==> config.mk <==
export PLATFORM = sky130hd
export DESIGN_NAME = icache_ctrl_nway_flat
export DESIGN_NICKNAME = d
export VERILOG_FILES = /design/src/rtl/icache_ctrl_nway_pkg.sv /design/src/rtl/icache_ctrl_nway_if.sv /design/src/rtl/icache_ctrl_nway_way_hit.sv /design/src/rtl/icache_ctrl_nway.sv /design/src/flat_wrapper.sv
export SDC_FILE = /design/constraint.sdc
export NUM_CORES = 1
export LEC_CHECK = 0
export CORE_MARGIN = 2
export CORE_UTILIZATION = 40
export DETAILED_ROUTE_END_ITERATION = 12
export HOLD_SLACK_MARGIN = 0.03
export PLACE_DENSITY = 0.93
export SYNTH_ARGS = -nofsm -noshare
export SYNTH_HDL_FRONTEND = slang
export SYNTH_HIERARCHICAL = 1
export SYNTH_SLANG_ARGS = --single-unit
==> constraint.sdc <==
create_clock -name clk -period 6.88 [get_ports clk]
set_input_delay 1.376 -clock clk [delete_from_list [all_inputs] [get_ports clk]]
set_output_delay 1.376 -clock clk [all_outputs]
set_load 0.01 [all_outputs]
==> src/rtl/icache_ctrl_nway_pkg.sv <==
// Purpose: shared types, default geometry and helpers for the N-way
//          instruction cache controller.
// Contents: icache_state_t FSM encoding, default TAGBITS/WAYS/WORDS,
//           WAYBITS/WORDBITS widths for the default geometry, and a
//           onehot() helper sized for the largest supported associativity.
package icache_pkg;

    localparam int unsigned DEF_TAGBITS = 14;
    localparam int unsigned DEF_WAYS    = 4;
    localparam int unsigned DEF_WORDS   = 4;
    localparam int unsigned MAX_WAYS    = 8;

    localparam int unsigned WAYBITS  = $clog2(DEF_WAYS);
    localparam int unsigned WORDBITS = $clog2(DEF_WORDS);

    typedef enum logic [1:0] {
        READY  = 2'd0,
        FILL   = 2'd1,
        RESUME = 2'd2
    } icache_state_t;

    // One-hot decode of a way index; callers truncate to their WAYS.
    function automatic logic [MAX_WAYS-1:0] onehot(input logic [2:0] idx);
        onehot      = '0;
        onehot[idx] = 1'b1;
    endfunction

endpackage

==> src/rtl/icache_ctrl_nway_if.sv <==
// Purpose: fetch/array/bus signal bundle of the N-way icache controller.
// master: controller side (drives Hit, HitWay, WayWE, IStall, HRequestF,
//         FillWordOffset, UseValid, UseWay; HitCount/MissCount when
//         ICACHE_STATS_EN is defined).
// slave:  environment side (drives WayValid, WayTags, Tag, WordOffset,
//         ReplWay, BusReady).
interface icache_ctrl_nway_if #(
    parameter int unsigned TAGBITS = 14,
    parameter int unsigned WAYS    = 4,
    parameter int unsigned WORDS   = 4
);
    localparam int unsigned WAY_W  = $clog2(WAYS);
    localparam int unsigned WORD_W = $clog2(WORDS);

    logic [WAYS-1:0]         WayValid;
    logic [WAYS*TAGBITS-1:0] WayTags;
    logic [TAGBITS-1:0]      Tag;
    logic [WORD_W-1:0]       WordOffset;
    logic [WAY_W-1:0]        ReplWay;
    logic                    BusReady;
    logic                    Hit;
    logic [WAY_W-1:0]        HitWay;
    logic [WAYS-1:0]         WayWE;
    logic                    IStall;
    logic                    HRequestF;
    logic [WORD_W-1:0]       FillWordOffset;
    logic                    UseValid;
    logic [WAY_W-1:0]        UseWay;
`ifdef ICACHE_STATS_EN
    logic [31:0]             HitCount;
    logic [31:0]             MissCount;
`endif

    modport master (
        input  WayValid, WayTags, Tag, WordOffset, ReplWay, BusReady,
        output Hit, HitWay, WayWE, IStall, HRequestF, FillWordOffset,
               UseValid, UseWay
`ifdef ICACHE_STATS_EN
        , output HitCount, MissCount
`endif
    );

    modport slave (
        output WayValid, WayTags, Tag, WordOffset, ReplWay, BusReady,
        input  Hit, HitWay, WayWE, IStall, HRequestF, FillWordOffset,
               UseValid, UseWay
`ifdef ICACHE_STATS_EN
        , input HitCount, MissCount
`endif
    );

endinterface

==> src/rtl/icache_ctrl_nway_way_hit.sv <==
// Purpose: parallel tag compare across all ways plus lowest-index priority
//          encoders for the hit way and the first invalid way.
// Ports: way_valid/way_tags (indexed set), tag (fetch tag) in;
//        hit, hit_way, first_invalid, all_valid out (combinational).
module icache_way_hit #(
    parameter int unsigned TAGBITS = 14,
    parameter int unsigned WAYS    = 4
) (
    input  logic [WAYS-1:0]          way_valid,
    input  logic [WAYS*TAGBITS-1:0]  way_tags,
    input  logic [TAGBITS-1:0]       tag,
    output logic                     hit,
    output logic [$clog2(WAYS)-1:0]  hit_way,
    output logic [$clog2(WAYS)-1:0]  first_invalid,
    output logic                     all_valid
);
    localparam int unsigned WAY_W = $clog2(WAYS);

    // Ascending scan; the first match/invalid found is the lowest index.
    always_comb begin
        hit           = 1'b0;
        hit_way       = '0;
        first_invalid = '0;
        all_valid     = 1'b1;
        for (int unsigned i = 0; i < WAYS; i++) begin
            if (way_valid[i] && (way_tags[i*TAGBITS +: TAGBITS] == tag) && !hit) begin
                hit     = 1'b1;
                hit_way = WAY_W'(i);
            end
            if (!way_valid[i] && all_valid) begin
                all_valid     = 1'b0;
                first_invalid = WAY_W'(i);
            end
        end
    end

endmodule

==> src/rtl/icache_ctrl_nway.sv <==
// Purpose: N-way set-associative instruction cache controller. Detects
//          hits, picks a victim on a miss and runs a critical-word-first
//          wrapping line fill over the bus, then strobes the replacement
//          array with the used way.
// Ports: clk, reset (async, active-high); bus (icache_ctrl_nway_if.master)
//        carrying the fetch, tag-array, replacement and bus signals.
// Config: define ICACHE_STATS_EN to add saturating HitCount/MissCount.
module icache_ctrl_nway
    import icache_pkg::*;
#(
    parameter int unsigned TAGBITS = DEF_TAGBITS,
    parameter int unsigned WAYS    = DEF_WAYS,
    parameter int unsigned WORDS   = DEF_WORDS
) (
    input  logic              clk,
    input  logic              reset,
    icache_ctrl_nway_if.master bus
);
    localparam int unsigned WAY_W  = $clog2(WAYS);
    localparam int unsigned WORD_W = $clog2(WORDS);

    icache_state_t     state_q, state_d;
    logic [WORD_W-1:0] cnt_q, cnt_d;
    logic [WORD_W-1:0] start_q, start_d;
    logic [WAY_W-1:0]  victim_q, victim_d;

    logic              hit_c;
    logic [WAY_W-1:0]  hit_way_c;
    logic [WAY_W-1:0]  first_inv_c;
    logic              all_valid_c;
    logic [WAY_W-1:0]  victim_c;

    logic [WAYS-1:0]   way_we_c;
    logic              istall_c;
    logic              hreq_c;
    logic [WORD_W-1:0] fill_off_c;
    logic              use_valid_c;
    logic [WAY_W-1:0]  use_way_c;

    icache_way_hit #(
        .TAGBITS (TAGBITS),
        .WAYS    (WAYS)
    ) u_way_hit (
        .way_valid     (bus.WayValid),
        .way_tags      (bus.WayTags),
        .tag           (bus.Tag),
        .hit           (hit_c),
        .hit_way       (hit_way_c),
        .first_invalid (first_inv_c),
        .all_valid     (all_valid_c)
    );

    // Replacement array only decides when the set has no free way.
    assign victim_c = all_valid_c ? bus.ReplWay : first_inv_c;

    // Next-state and output decode.
    always_comb begin
        state_d     = state_q;
        cnt_d       = cnt_q;
        start_d     = start_q;
        victim_d    = victim_q;
        way_we_c    = '0;
        istall_c    = 1'b0;
        hreq_c      = 1'b0;
        fill_off_c  = bus.WordOffset;
        use_valid_c = 1'b0;
        use_way_c   = '0;
        unique case (state_q)
            READY: begin
                fill_off_c = bus.WordOffset + cnt_q;
                if (hit_c) begin
                    use_valid_c = 1'b1;
                    use_way_c   = hit_way_c;
                    cnt_d       = '0;
                end else begin
                    istall_c = 1'b1;
                    hreq_c   = 1'b1;
                    state_d  = FILL;
                    start_d  = bus.WordOffset;
                    victim_d = victim_c;
                    // First beat may already arrive with the request.
                    if (bus.BusReady) begin
                        way_we_c = WAYS'(onehot(3'(victim_c)));
                        cnt_d    = cnt_q + WORD_W'(1);
                    end
                end
            end
            FILL: begin
                istall_c   = 1'b1;
                hreq_c     = 1'b1;
                // WORDS is a power of two, so the sum wraps within the line.
                fill_off_c = start_q + cnt_q;
                if (bus.BusReady) begin
                    way_we_c = WAYS'(onehot(3'(victim_q)));
                    if (cnt_q == WORD_W'(WORDS - 1)) begin
                        state_d = RESUME;
                        cnt_d   = '0;
                    end else begin
                        cnt_d = cnt_q + WORD_W'(1);
                    end
                end
            end
            RESUME: begin
                use_valid_c = 1'b1;
                use_way_c   = victim_q;
                state_d     = READY;
            end
            default: begin
                state_d = READY;
                cnt_d   = '0;
            end
        endcase
    end

    // State, beat counter and fill latches.
    always_ff @(posedge clk or posedge reset) begin
        if (reset) begin
            state_q  <= READY;
            cnt_q    <= '0;
            start_q  <= '0;
            victim_q <= '0;
        end else begin
            state_q  <= state_d;
            cnt_q    <= cnt_d;
            start_q  <= start_d;
            victim_q <= victim_d;
        end
    end

    assign bus.Hit            = hit_c;
    assign bus.HitWay         = hit_way_c;
    assign bus.WayWE          = way_we_c;
    assign bus.IStall         = istall_c;
    assign bus.HRequestF      = hreq_c;
    assign bus.FillWordOffset = fill_off_c;
    assign bus.UseValid       = use_valid_c;
    assign bus.UseWay         = use_way_c;

`ifdef ICACHE_STATS_EN
    logic [31:0] hit_count_q, hit_count_d;
    logic [31:0] miss_count_q, miss_count_d;

    // Saturating hit/miss event counters.
    always_comb begin
        hit_count_d  = hit_count_q;
        miss_count_d = miss_count_q;
        if (state_q == READY && hit_c && hit_count_q != 32'hFFFF_FFFF)
            hit_count_d = hit_count_q + 32'd1;
        if (state_q == READY && !hit_c && miss_count_q != 32'hFFFF_FFFF)
            miss_count_d = miss_count_q + 32'd1;
    end

    always_ff @(posedge clk or posedge reset) begin
        if (reset) begin
            hit_count_q  <= '0;
            miss_count_q <= '0;
        end else begin
            hit_count_q  <= hit_count_d;
            miss_count_q <= miss_count_d;
        end
    end

    assign bus.HitCount  = hit_count_q;
    assign bus.MissCount = miss_count_q;
`endif

endmodule

==> src/flat_wrapper.sv <==
// flat-port wrapper written by rule: the top's interface ports become plain ports
module icache_ctrl_nway_flat import icache_pkg::*;
#(
    parameter int unsigned TAGBITS = DEF_TAGBITS,
    parameter int unsigned WAYS    = DEF_WAYS,
    parameter int unsigned WORDS   = DEF_WORDS
)
  (clk, reset, bus_WayValid, bus_WayTags, bus_Tag, bus_WordOffset, bus_ReplWay, bus_BusReady, bus_Hit, bus_HitWay, bus_WayWE, bus_IStall, bus_HRequestF, bus_FillWordOffset, bus_UseValid, bus_UseWay);
  icache_ctrl_nway_if #(.TAGBITS(TAGBITS), .WAYS(WAYS), .WORDS(WORDS)) bus_i ();
  input  logic clk;
  input  logic reset;
  input wire logic [$bits(bus_i.WayValid)-1:0] bus_WayValid;
  input wire logic [$bits(bus_i.WayTags)-1:0] bus_WayTags;
  input wire logic [$bits(bus_i.Tag)-1:0] bus_Tag;
  input wire logic [$bits(bus_i.WordOffset)-1:0] bus_WordOffset;
  input wire logic [$bits(bus_i.ReplWay)-1:0] bus_ReplWay;
  input wire logic [$bits(bus_i.BusReady)-1:0] bus_BusReady;
  output wire logic [$bits(bus_i.Hit)-1:0] bus_Hit;
  output wire logic [$bits(bus_i.HitWay)-1:0] bus_HitWay;
  output wire logic [$bits(bus_i.WayWE)-1:0] bus_WayWE;
  output wire logic [$bits(bus_i.IStall)-1:0] bus_IStall;
  output wire logic [$bits(bus_i.HRequestF)-1:0] bus_HRequestF;
  output wire logic [$bits(bus_i.FillWordOffset)-1:0] bus_FillWordOffset;
  output wire logic [$bits(bus_i.UseValid)-1:0] bus_UseValid;
  output wire logic [$bits(bus_i.UseWay)-1:0] bus_UseWay;
  assign bus_i.WayValid = bus_WayValid;
  assign bus_i.WayTags = bus_WayTags;
  assign bus_i.Tag = bus_Tag;
  assign bus_i.WordOffset = bus_WordOffset;
  assign bus_i.ReplWay = bus_ReplWay;
  assign bus_i.BusReady = bus_BusReady;
  assign bus_Hit = bus_i.Hit;
  assign bus_HitWay = bus_i.HitWay;
  assign bus_WayWE = bus_i.WayWE;
  assign bus_IStall = bus_i.IStall;
  assign bus_HRequestF = bus_i.HRequestF;
  assign bus_FillWordOffset = bus_i.FillWordOffset;
  assign bus_UseValid = bus_i.UseValid;
  assign bus_UseWay = bus_i.UseWay;
  icache_ctrl_nway #(.TAGBITS(TAGBITS), .WAYS(WAYS), .WORDS(WORDS)) u_core (.clk(clk), .reset(reset), .bus(bus_i));
endmodule
Word-level counts from Yosys, hierarchy flattened
Cells that the tools add are included.

Output and inout bits: 14. Flip-flop bits (word level): 8. Bits of input ports: 81. Word-level logic and storage cells: 85.

Bitwise logic cells: 2. Reduce and logical (&&, ||, !) cells: 22. Order comparisons: 4. Multiplexer cells: 39. Add/sub/neg operators: 3. Equal/unequal tests: 11.

Operators with widths (number): 14-bit == test (4); 2-bit 2-to-1 mux (13); 1-bit 2-to-1 mux (14); 1-bit logical AND (12); 4-bit 2-to-1 mux (3); 2-bit case mux with 2 select lines (3); 2-bit by 4-bit less-than comparator with 1-bit output (second input constant) (2); 4-bit case mux with 2 select lines (1); 1-bit logical NOT (6); 2-bit case mux with 3 select lines (1); 3-bit AND reduction (2); 2-bit adder (2); 1-bit demux with 2-bit select (2); 2-bit == test (second input constant) (2); 2-bit by 1-bit greater-or-equal comparator with 1-bit output (second input constant) (2); 2-bit inequality test (second input constant) (2); 1-bit case mux with 2 select lines (2); 3-bit inequality test (second input constant) (1); 2-bit by 1-bit adder with 2-bit output (second input constant) (1); 2-bit by 1-bit == test with 1-bit output (second input constant) (1); 2-bit logical NOT (1); 2-bit by 1-bit inequality test with 1-bit output (second input constant) (1); 1-bit inverter (2); 2-bit AND reduction (1).

Depth between registers and ports, before layout
Depth after elaboration: 15. Mapped depth: 9. Mapped depth without buffers: 8.

Hierarchy
Netlist, hierarchy kept.

By module, submodules not included: icache_way_hit (instances 1, sequential area each 0.0 um^2, area an instance 837.1 um^2, cells an instance 103); icache_ctrl_nway (instances 1, sequential area each 200.2 um^2, area an instance 616.8 um^2, cells an instance 65).

Worst setup path after synthesis
Ideal clock, no wire load.

Path type: input -> output. From: input bus_Tag[1]. To: output bus_UseWay[1]. Data arrival time: 2.952 ns. Data required time: 5.504 ns. Cell stages on the path: 9. Buffers on the path: 1. Setup slack: 2.552 ns. Cells stage by stage: clkbuf_1 > xnor2_1 > nand4_1 > nor4_1 > nor2_1 > nand2_1 > nor2b_1 > a22oi_1 > nor2_1.

Longest elaborated chain between the ends: 14. Elaborated cells between the ends (all ways): 22. Those cells by class: eq/ne (4); mux (8); reduce/logical (10).

Ends and longest elaborated chain: from (decl) (line flat_wrapper.sv:14) `input wire logic [$bits(bus_i.Tag)-1:0] bus_Tag;`; 14-bit == test (line icache_ctrl_nway_way_hit.sv:26) `if (way_valid[i] && (way_tags[i*TAGBITS +: TAGBITS] == tag) && !hit) begin`; 1-bit logical AND (line icache_ctrl_nway_way_hit.sv:26); 1-bit 2-to-1 mux (line icache_ctrl_nway_way_hit.sv:26); 1-bit logical NOT (line icache_ctrl_nway_way_hit.sv:26); 1-bit logical AND (line icache_ctrl_nway_way_hit.sv:26); 1-bit 2-to-1 mux (line icache_ctrl_nway_way_hit.sv:26); 1-bit logical NOT (line icache_ctrl_nway_way_hit.sv:26); 1-bit logical AND (line icache_ctrl_nway_way_hit.sv:26); 1-bit 2-to-1 mux (line icache_ctrl_nway_way_hit.sv:26); 1-bit logical NOT (line icache_ctrl_nway_way_hit.sv:26); 1-bit logical AND (line icache_ctrl_nway_way_hit.sv:26); 1-bit 2-to-1 mux * (line icache_ctrl_nway_way_hit.sv:26); named net bus_Hit (line flat_wrapper.sv:18) `output wire logic [$bits(bus_i.Hit)-1:0] bus_Hit;`; 2-bit 2-to-1 mux * (line icache_ctrl_nway.sv:71) `if (hit_c) begin`; 2-bit case mux with 2 select lines * (line icache_ctrl_nway.sv:68) `unique case (state_q)`; to (decl) (line flat_wrapper.sv:25) `output wire logic [$bits(bus_i.UseWay)-1:0] bus_UseWay;`.

Mark *: on every way through the listed nets, which the timed path passes. The rest lies on a longest branch.

Worst setup path after layout
From: input bus_Tag[13]. To: output bus_UseWay[0].

Longest elaborated chain between the ends: 14. Elaborated cells between the ends (all ways): 23. Those cells by class: eq/ne (4); mux (9); reduce/logical (10).

Ends and longest elaborated chain (line): 14-bit == test (icache_ctrl_nway_way_hit.sv:26); 1-bit logical AND (icache_ctrl_nway_way_hit.sv:26); 1-bit 2-to-1 mux (icache_ctrl_nway_way_hit.sv:26); 1-bit logical NOT (icache_ctrl_nway_way_hit.sv:26); 1-bit logical AND (icache_ctrl_nway_way_hit.sv:26); 1-bit 2-to-1 mux (icache_ctrl_nway_way_hit.sv:26); 1-bit logical NOT (icache_ctrl_nway_way_hit.sv:26); 1-bit logical AND (icache_ctrl_nway_way_hit.sv:26); 1-bit 2-to-1 mux (icache_ctrl_nway_way_hit.sv:26); 1-bit logical NOT (icache_ctrl_nway_way_hit.sv:26); 1-bit logical AND (icache_ctrl_nway_way_hit.sv:26); 2-bit 2-to-1 mux / 1-bit 2-to-1 mux (equally long branches) (icache_ctrl_nway_way_hit.sv:26); 2-bit 2-to-1 mux * (icache_ctrl_nway.sv:71); 2-bit case mux with 2 select lines * (icache_ctrl_nway.sv:68).

Every way passes the cells marked *; elsewhere a longest branch is shown, timed or not.

==> flow_results.xml <==
<?xml version="1.0" encoding="UTF-8"?>
<metrics>
  <group name="status">
    <metric name="run_status" unit="">complete, no violations</metric>
  </group>
  <group name="cts">
    <metric name="worst_setup_hold_path_clk_slew" unit="ns">0.06</metric>
    <metric name="cts_hold_buffers" unit="">0</metric>
    <metric name="postCtsResizedCells" unit="">0</metric>
    <metric name="clock_sink_count" unit="">8</metric>
    <metric name="clock_latency" unit="ns">0.26</metric>
    <metric name="cts_inserted_buffers" unit="">3</metric>
    <metric name="post_cts.repair.setup_buffers" unit="">0</metric>
    <metric name="cts_max_level" unit="">1</metric>
    <metric name="clock_path_buffers" unit="">2</metric>
    <metric name="cts_tree" unit="">done</metric>
    <metric name="root_buffer" unit="">sky130_fd_sc_hd__clkbuf_4</metric>
  </group>
  <group name="finish">
    <metric name="fin_cells" unit="">293</metric>
    <metric name="layout-area-overhead-vs-synth" unit="%">61.3</metric>
    <metric name="layout_commonest_cell" unit="">sky130_fd_sc_hd__clkdlybuf4s50_1</metric>
    <metric name="final_layout_size_suffix_gt1_frac" unit="">0.0769</metric>
    <metric name="nNetsFinal" unit="">332</metric>
    <metric name="layout_common_cells" unit="">sky130_fd_sc_hd__clkdlybuf4s50_1, sky130_fd_sc_hd__xnor2_1, sky130_fd_sc_hd__nand4_1</metric>
    <metric name="antenna_cells_inserted" unit="">0</metric>
    <metric name="fin_util" unit="">0.686</metric>
  </group>
  <group name="die">
    <metric name="die_area" unit="µm²">4130</metric>
    <metric name="design.core.area" unit="µm²">3420</metric>
    <metric name="die_y" unit="µm">64.3</metric>
    <metric name="io_pins" unit="">95</metric>
    <metric name="floorplan.initialDensity" unit="">0.426</metric>
    <metric name="std_cell_rows" unit="">21</metric>
    <metric name="die-width" unit="µm">64.3</metric>
  </group>
  <group name="placement">
    <metric name="post-place-cells" unit="">290</metric>
    <metric name="gp_congestion" unit="">0.900</metric>
    <metric name="pre_cts_slack" unit="ns">1.39</metric>
    <metric name="io_buffer_count" unit="">94</metric>
    <metric name="sum_of_net_half_perimeters_after_detailed_placement" unit="mm">3.72</metric>
  </group>
  <group name="power_and_ir_drop">
    <metric name="power_leakage" unit="µW">0.000818</metric>
    <metric name="power.ir.vdd_worst" unit="V">0.000135</metric>
    <metric name="power.density_cell_area" unit="nW/µm²">192</metric>
  </group>
  <group name="route">
    <metric name="drt_pass1_iterations" unit="">4</metric>
    <metric name="total_number_of_vias" unit="">1471</metric>
    <metric name="route.antenna.remaining_nets" unit="">0</metric>
    <metric name="route.detailed.vias_per_inst" unit="">5.02</metric>
    <metric name="post-route-drc-count" unit="">0</metric>
    <metric name="route.detailed.wl_per_inst" unit="µm">14.7</metric>
    <metric name="dr.first_iter.drc_count" unit="">65</metric>
    <metric name="detail_route.wirelength" unit="mm">4.31</metric>
  </group>
  <group name="grt">
    <metric name="grt_util_all_layers" unit="">0.216</metric>
    <metric name="initial_antenna_violation_count" unit="">0</metric>
    <metric name="grt_start_max_net_pins" unit="">17</metric>
    <metric name="number_of_global_route_vias_before_repair" unit="">1607</metric>
    <metric name="grt.overflow.total" unit="">0</metric>
    <metric name="wire_length_of_the_first_global_routing_pass" unit="mm">7.07</metric>
  </group>
  <group name="worst_setup_path">
    <metric name="crit_path_cell_trace" unit="">clkdlybuf4s50_1, xnor2_1, nand4_1, nor4_1, nor2_1, nand2_1, nor2b_1, a22oi_1, nor2_1, clkdlybuf4s50_1</metric>
    <metric name="peak_per_stage_delay_on_the_critical_path" unit="ns">0.68</metric>
    <metric name="crit_path_category" unit="">in2out</metric>
    <metric name="worst-path-max-fanout" unit="">5</metric>
    <metric name="timing.critical_path.required" unit="ns">5.50</metric>
    <metric name="cp_data_arrival_time" unit="ns">4.12</metric>
    <metric name="critical_path_buffers_and_inverters" unit="">2</metric>
    <metric name="endpoint_kind" unit="">primary output</metric>
    <metric name="critical-path-slowest-cell" unit="">sky130_fd_sc_hd__clkdlybuf4s50_1</metric>
    <metric name="critical-path-top-delay-family" unit="">simple AND/OR/NAND/NOR gates</metric>
    <metric name="crit_path_start_kind" unit="">primary input</metric>
  </group>
  <group name="logic_synthesis">
    <metric name="synth-edff-count" unit="">0</metric>
    <metric name="yosys_register_bits" unit="">8</metric>
    <metric name="total_of_warnings_raised_by_yosys" unit="">6</metric>
    <metric name="yosys_most_used_dff" unit="">sky130_fd_sc_hd__dfrtp_1</metric>
    <metric name="post_synthesis_instance_area" unit="µm²">1450</metric>
    <metric name="share_of_synthesized_registers_carrying_an_async_set_or_reset" unit="">1.00</metric>
    <metric name="seq_area_frac_synth" unit="">0.138</metric>
    <metric name="netlist-cell-type-count" unit="">36</metric>
    <metric name="post_synth.cell_area_avg" unit="µm²">8.65</metric>
    <metric name="postSynthCellCount" unit="">168</metric>
    <metric name="syn_nets" unit="">251</metric>
  </group>
  <group name="hold_path">
    <metric name="hold_path.class" unit="">reg2reg</metric>
  </group>
  <group name="sta">
    <metric name="rsz0062_at_grt" unit="">no</metric>
    <metric name="whs" unit="ns">0.509</metric>
    <metric name="layout_min_cycle_time" unit="ns">5.50</metric>
    <metric name="timing.slew.headroom" unit="">0.606</metric>
    <metric name="final_min_period_over_clock_period" unit="">0.799</metric>
    <metric name="pnr_worst_setup_slack" unit="ns">1.38</metric>
    <metric name="setup_viol" unit="">0</metric>
    <metric name="totalNegativeSetupSlack" unit="ns">0</metric>
    <metric name="fin_worst_skew" unit="ns">0.00369</metric>
    <metric name="fmax" unit="MHz">182</metric>
    <metric name="timing_worst_slew_pin_value" unit="ns">0.586</metric>
    <metric name="final_max_tran_viols" unit="">0</metric>
    <metric name="final_hold_viol_count" unit="">0</metric>
  </group>
  <group name="run">
    <metric name="max_cap_violations" unit="">0</metric>
  </group>
</metrics>
-- power by group --
| group | switching [µW] | leakage (µW) | total, µW | internal (µW) |
|---|---|---|---|---|
| Clock | 17.2 | 0.0000138 | 37.2 | 20.0 |
| Combinational | 116 | 0.000709 | 306 | 190 |
| Sequential | 36.1 | 0.0000946 | 105 | 69.3 |
| Total | 170 | 0.000818 | 449 | 280 |
-- flip-flops by register name, indices dropped and copies added (netlist names) --
| register | flops |
|---|---|
| u_core/victim_q | 2 |
| u_core/state_q | 2 |
| u_core/cnt_q | 2 |
| u_core/start_q | 2 |
-- per-stage QoR --
stage          area (µm²)  power (µW)
5_1_grt              2340         484
3_3_place_gp         2320         405
6_report             2340         449
2_1_floorplan        1450         287
4_1_cts              2340         451
3_5_place_dp         2320         412
-- area by class of cell --
| cell class | instances | area (µm²) |
|---|---|---|
| clock buffers | 3 | 22.5 |
| fillers | 281 | 1070 |
| inverters | 4 | 15.0 |
| multi-input cells | 138 | 1110 |
| flip-flops and latches | 8 | 200 |
| well taps | 46 | 57.6 |
| repair buffers | 94 | 941 |
-- metal layers --
layer / part of all wire / track usage
met4: 0.0093 / 0.0479
met3: 0.070 / 0.0440
met1: 0.44 / 0.271
met5: 0 / 0
met2: 0.48 / 0.379
-- worst paths after layout --
| path | cells past startpoint | startpoint | end | slack [ns] |
|---|---|---|---|---|
| min in group asynchronous | 2 | reset | u_core/start_q[0]$_DFFE_PP0P_ | 1.37 |
| hold reg to reg | 1 | u_core/start_q[0]$_DFFE_PP0P_ | u_core/start_q[0]$_DFFE_PP0P_ | 0.51 |
| hold / removal | 1 | u_core/start_q[0]$_DFFE_PP0P_ | u_core/start_q[0]$_DFFE_PP0P_ | 0.51 |
| setup / recovery | 10 | bus_Tag[13] | bus_UseWay[0] | 1.38 |
| setup reg to reg | 2 | u_core/state_q[1]$_DFFE_PP0P_ | u_core/start_q[0]$_DFFE_PP0P_ | 5.38 |
| max in group asynchronous | 2 | reset | u_core/state_q[0]$_DFFE_PP0P_ | 5.27 |
-- synth_stat cells, types with 5 or more instances --
| master | number | area, µm² |
|---|---|---|
| sky130_fd_sc_hd__mux2_2 | 5 | 56.3 |
| sky130_fd_sc_hd__xnor2_1 | 52 | 455 |
| sky130_fd_sc_hd__nand4_1 | 12 | 75.1 |
| sky130_fd_sc_hd__buf_6 | 6 | 67.6 |
| sky130_fd_sc_hd__xnor2_2 | 7 | 114 |
| sky130_fd_sc_hd__nor2_1 | 11 | 41.3 |
| sky130_fd_sc_hd__dfrtp_1 | 8 | 200 |
| sky130_fd_sc_hd__nand2_1 | 5 | 18.8 |
| sky130_fd_sc_hd__buf_2 | 5 | 25.0 |
-- worst register-to-register path, delay by kind of cell, from the launching register on --
family	cells	cell delay [ns]
flops	1	0.58
simple gates	1	0.43
mux	1	0.38
-- kinds of logic (layout without fill, tap and decap cells) --
| logic type | after synthesis | in the layout | share of synthesized area |
|---|---|---|---|
| adders and majority gates | 2 | 2 | 0.0172 |
| DFF | 8 | 8 | 0.138 |
| and+or+nand+nor | 52 | 52 | 0.209 |
| buffers and inverters | 22 | 101 | 0.0998 |
| xor gates and xnor gates | 59 | 59 | 0.392 |
| AOI/OAI and AO/OA | 17 | 17 | 0.0852 |
| muxes | 8 | 8 | 0.0594 |
No activity file was read; power rests on OpenSTA's default activity.
